--- config.mk ---
export PLATFORM = sky130hd
export DESIGN_NAME = counter_4bit_flat
export DESIGN_NICKNAME = d
export VERILOG_FILES = /design/src/rtl/counter_pkg.sv /design/src/rtl/counter_if.sv /design/src/rtl/counter_4bit.sv /design/src/flat_wrapper.sv
export SDC_FILE = /design/constraint.sdc
export NUM_CORES = 1
export LEC_CHECK = 0
export BUFFER_PORTS_ARGS = -buffer_cell sky130_fd_sc_hd__clkbuf_2
export CAP_MARGIN = 15
export CORE_AREA = 2 2 39 41
export CTS_BUF_LIST = sky130_fd_sc_hd__clkbuf_4 sky130_fd_sc_hd__clkbuf_8
export CTS_CLUSTER_DIAMETER = 150
export DETAILED_ROUTE_END_ITERATION = 16
export DIE_AREA = 0 0 41 43
export MAX_ROUTING_LAYER = met4
export SLEW_MARGIN = 10
export SYNTH_ARGS = -nofsm -noshare
export SYNTH_HDL_FRONTEND = slang
export SYNTH_SLANG_ARGS = --single-unit
--- constraint.sdc ---
create_clock -name clk -period 1.6 [get_ports clk]
set_input_delay 0.08 -clock clk [delete_from_list [all_inputs] [get_ports clk]]
set_output_delay 0.08 -clock clk [all_outputs]
set_load 0.05 [all_outputs]
--- src/rtl/counter_pkg.sv ---
// Shared constants for the 4-bit counter: datapath width and mode encodings.
package counter_pkg;

  localparam int unsigned WIDTH     = 4;
  localparam int unsigned EXT_WIDTH = WIDTH + 1;

  typedef enum logic [1:0] {
    MODE_UP1  = 2'b00,
    MODE_DN1  = 2'b01,
    MODE_DN3  = 2'b10,
    MODE_LOAD = 2'b11
  } mode_e;

endpackage

--- src/rtl/counter_if.sv ---
// Control/status bundle between the counter and whatever drives it.
interface counter_if;
  import counter_pkg::*;

  logic             enable;
  logic [1:0]       mode;
  logic [WIDTH-1:0] D;
  logic [WIDTH-1:0] Q;
  logic             rco;
  logic             load;

  modport master (output enable, output mode, output D,
                  input  Q, input rco, input load);
  modport slave  (input  enable, input mode, input D,
                  output Q, output rco, output load);
endinterface

--- src/rtl/counter_4bit.sv ---
// 4-bit up/down/down-by-3/load counter with registered wrap (rco) and load pulses.
module counter_4bit
  import counter_pkg::*;
(
  input  logic     clk,
  input  logic     reset,
  counter_if.slave bus
);

  logic [WIDTH-1:0]     q;
  logic                 rco;
  logic                 load;
  logic [WIDTH-1:0]     q_next;
  logic                 rco_next;
  logic                 load_next;
  logic [EXT_WIDTH-1:0] ext;

  // Next value and flags; the extra top bit of ext is the carry/borrow.
  always_comb begin
    q_next    = q;
    rco_next  = 1'b0;
    load_next = 1'b0;
    ext       = '0;
    if (bus.enable) begin
      case (bus.mode)
        MODE_UP1: begin
          ext      = {1'b0, q} + EXT_WIDTH'(1);
          q_next   = ext[WIDTH-1:0];
          rco_next = ext[WIDTH];
        end
        MODE_DN1: begin
          ext      = {1'b0, q} - EXT_WIDTH'(1);
          q_next   = ext[WIDTH-1:0];
          rco_next = ext[WIDTH];
        end
        MODE_DN3: begin
          ext      = {1'b0, q} - EXT_WIDTH'(3);
          q_next   = ext[WIDTH-1:0];
          rco_next = ext[WIDTH];
        end
        MODE_LOAD: begin
          q_next    = bus.D;
          load_next = 1'b1;
        end
        // Unknown mode holds the count so RTL and netlist agree.
        default: begin
          q_next    = q;
          rco_next  = 1'b0;
          load_next = 1'b0;
        end
      endcase
    end
  end

  always_ff @(posedge clk) begin
    if (reset) begin
      q    <= '0;
      rco  <= 1'b0;
      load <= 1'b0;
    end else begin
      q    <= q_next;
      rco  <= rco_next;
      load <= load_next;
    end
  end

  assign bus.Q    = q;
  assign bus.rco  = rco;
  assign bus.load = load;

endmodule

--- src/flat_wrapper.sv ---
// flat-port wrapper written by rule: the top's interface ports become plain ports
module counter_4bit_flat import counter_pkg::*;
  (clk, reset, bus_enable, bus_mode, bus_D, bus_Q, bus_rco, bus_load);
  counter_if bus_i ();
  input  logic clk;
  input  logic reset;
  input wire logic [$bits(bus_i.enable)-1:0] bus_enable;
  input wire logic [$bits(bus_i.mode)-1:0] bus_mode;
  input wire logic [$bits(bus_i.D)-1:0] bus_D;
  output wire logic [$bits(bus_i.Q)-1:0] bus_Q;
  output wire logic [$bits(bus_i.rco)-1:0] bus_rco;
  output wire logic [$bits(bus_i.load)-1:0] bus_load;
  assign bus_i.enable = bus_enable;
  assign bus_i.mode = bus_mode;
  assign bus_i.D = bus_D;
  assign bus_Q = bus_i.Q;
  assign bus_rco = bus_i.rco;
  assign bus_load = bus_i.load;
  counter_4bit u_core (.clk(clk), .reset(reset), .bus(bus_i));
endmodule
==> results.json <==
{
  "gp_congestion": 0.837,
  "cts.clk_slew.worst_paths_ns": 0.05,
  "final_common_cell": "clkbuf_2",
  "clockBufferDepth": 2,
  "r2r_cells": 6,
  "p_total_w": 0.000523,
  "hold_path_end": "u_core.bus.Q[1]",
  "ff2ff_setup_slack_ns": -0.03,
  "cts-buffers-inserted": 3,
  "clkSinkCount": 6,
  "antenna_left": 0,
  "post_drt_wl_per_cell_um": 12.8,
  "dieArea_sq_um": 1760,
  "pwr_density_cell_nw_per_um2": 837,
  "via_per_inst": 5.56,
  "hold_viol": 0,
  "globalRouteMet2Util_pct": 20.3,
  "htreeDepth": 1,
  "dieHeight_um": 43,
  "ys_seq_area_share_pct": 25.5,
  "portBuffers": 14,
  "regToRegStartpoint": "u_core.bus.Q[0]",
  "cts_tree": "done",
  "yosys.cell_types.count": 31,
  "drc": 0,
  "holdBufCountCts": 0,
  "drtIter0Drc": 11,
  "numPlacedInstances": 90,
  "start_util_pct": 34.0,
  "finalSetupViolCount": 1,
  "grt_start_max_net_pins": 17,
  "cap_violations": 0,
  "vias": 528,
  "grt_usage_pct": 16.0,
  "violations": "setup timing",
  "cp.arrival_ns": 1.78,
  "start_kind": "register",
  "yosysWarnings": 0,
  "r2r_end": "u_core.bus.Q[2]",
  "synthCells": 64,
  "firstDrtPassIters": 4,
  "cellLeakagePower_nw": 0.251,
  "whs_path_depth": 2,
  "ys_ff_latch": 6,
  "setup_slack_ns": -0.0324,
  "fin_crit_ns": 1.63,
  "synth_top_area_share_pct": 25.5,
  "insertedDiodeCount": 0,
  "use_met3_pct": 1.57,
  "rows": 14,
  "fill_cells": 150,
  "min_path_type": "input pin to register",
  "grt_pass1_wl_mm": 1.85,
  "synth_area_leaders": "dfxtp_1 26%, a21oi_1 6.4%, nor3_1 6.4%",
  "root_buffer": "clkbuf_4",
  "cp.required_ns": 1.74,
  "grtUsageMet1_pct": 22.5,
  "final_cells": 95,
  "avgSynthCellArea_sq_um": 7.35,
  "worstMarginPinSlew_ns": 0.347,
  "fin_util_pct": 45.2,
  "synth_nets": 75,
  "timing.hold.ws_ns": 0.0872,
  "relSlewSlack_pct": 76.8,
  "netlist_area_sq_um": 470,
  "final_cell_mix": "14 x clkbuf_2, 6 x nor3_1, 5 x a21oi_1, 5 x nor2_1",
  "grt_busiest_layer": "met1",
  "clock.fmax_mhz": 613,
  "wl_mm": 1.22,
  "synth.largest_area_cell": "dfxtp_1",
  "drive_gt1_share_pct": 38.0,
  "top_level_ports": 15,
  "worst_skew_pair.late_latency_ns": 0.25,
  "end_kind": "register",
  "drv_slew": 0,
  "overflow": 0,
  "rsz0062_at_grt": "true",
  "grt_pass1_vias": 432,
  "final.setup_skew_ns": 0.00924,
  "status": "complete, but fails checks",
  "dieWidth_um": 41,
  "antenna_found_initial": 0,
  "area_growth_syn_to_layout_pct": 33.0,
  "path_class": "register to register",
  "finalCritPeriodShare_pct": 102,
  "ir_drop_mv": 0.326,
  "nNetsFinal": 91,
  "worstPathMaxFanout": 7,
  "hp-start": "reset",
  "core_sq_um": 1380
}
## sequential cells by signal, summed over array words and instances (netlist names)
signal           cells
u_core.bus.Q         4
u_core.bus.load      1
u_core.bus.rco       1
## layout make-up
cell class	instances	area (sq um)	share of cell area [%]
Timing Repair Buffer	16	85.1	13.6
Sequential cell	6	125	20.0
Clock buffer	4	30.0	4.80
Tap cell	16	20.0	3.20
Inverter	3	11.3	1.80
Multi-Input combinational cell	50	354	56.6
## metrics by stage
step                setup TNS, ns  cell area (sq um)  setup WS (ns)
floorplan                 -0.0453                488        -0.0453
global placement                0                554          0.124
detailed placement              0                554          0.105
CTS                             0                584         0.0741
global route               -0.157                626         -0.157
finish                    -0.0324                626        -0.0324
## critical path: stages, from the launching register on
cell       delay (ns)
dfxtp_4          0.38
inv_2            0.05
ha_4             0.15
or3b_1           0.39
a21boi_2         0.18
a2111oi_2        0.06
a2111oi_2        0.31
## power breakdown
group	switching (W)	internal [W]
logic	0.000106	0.0000672
registers	0.0000175	0.000161
clock network	0.0000605	0.000112
total	0.000184	0.000340
## how the worst max path moves through the flow
stage	from	to	cells after the start
finish	u_core.bus.Q[0]	u_core.bus.Q[2]	6
global route	u_core.bus.Q[0]	u_core.bus.Q[2]	6
CTS	u_core.bus.Q[0]	u_core.bus.Q[2]	6
detailed placement	u_core.bus.Q[0]	u_core.bus.Q[2]	6
global placement	u_core.bus.Q[0]	u_core.bus.Q[2]	6
floorplan	u_core.bus.Q[0]	u_core.bus.Q[2]	7
## synth_stat cells
library cell / instances
o211ai_1: 1
or2_1: 1
buf_2: 2
o21ai_0: 2
nor2b_1: 1
a21oi_1: 6
nand3_1: 1
nor3_1: 6
a22oi_1: 1
ha_1: 2
and2_1: 1
a211oi_1: 2
mux2i_1: 1
nand2_1: 4
o221ai_1: 1
nor2_1: 5
inv_1: 3
a21boi_1: 1
nand3b_1: 1
or3_1: 2
a2111oi_1: 1
clkbuf_1: 3
a2111oi_0: 1
dfxtp_1: 6
and4b_1: 1
a221oi_1: 1
nand2b_1: 2
nor4b_1: 1
a31oi_1: 1
or3b_1: 1
nor3b_1: 2
## metal layers
layer  wire length [um]  part of all wire [%]  vias to the layer above
li1                   -                     -                      268
met1                555                    46                      239
met2                592                    49                       21
met3                 67                   5.5                        0
met4                  0                     0                        0
met5                  0                     0                        -
## cells by family after synthesis
kind of cell             count (synthesis)  share of synthesized area, %
buffers and inverters                    8                          6.91
flip-flops                               6                          25.5
AO/OA/AOI/OAI                           18                          25.5
multiplexers                             1                          2.13
AND/OR/NAND/NOR                         29                          34.6
adder cells (fa/ha/maj)                  2                          5.32
## what timing repair did
item	CTS	global route
buffers inserted	0	1
setup endpoints to repair	0	1
resized for setup	0	9
Note: power is estimated with default switching activity, not from simulation.
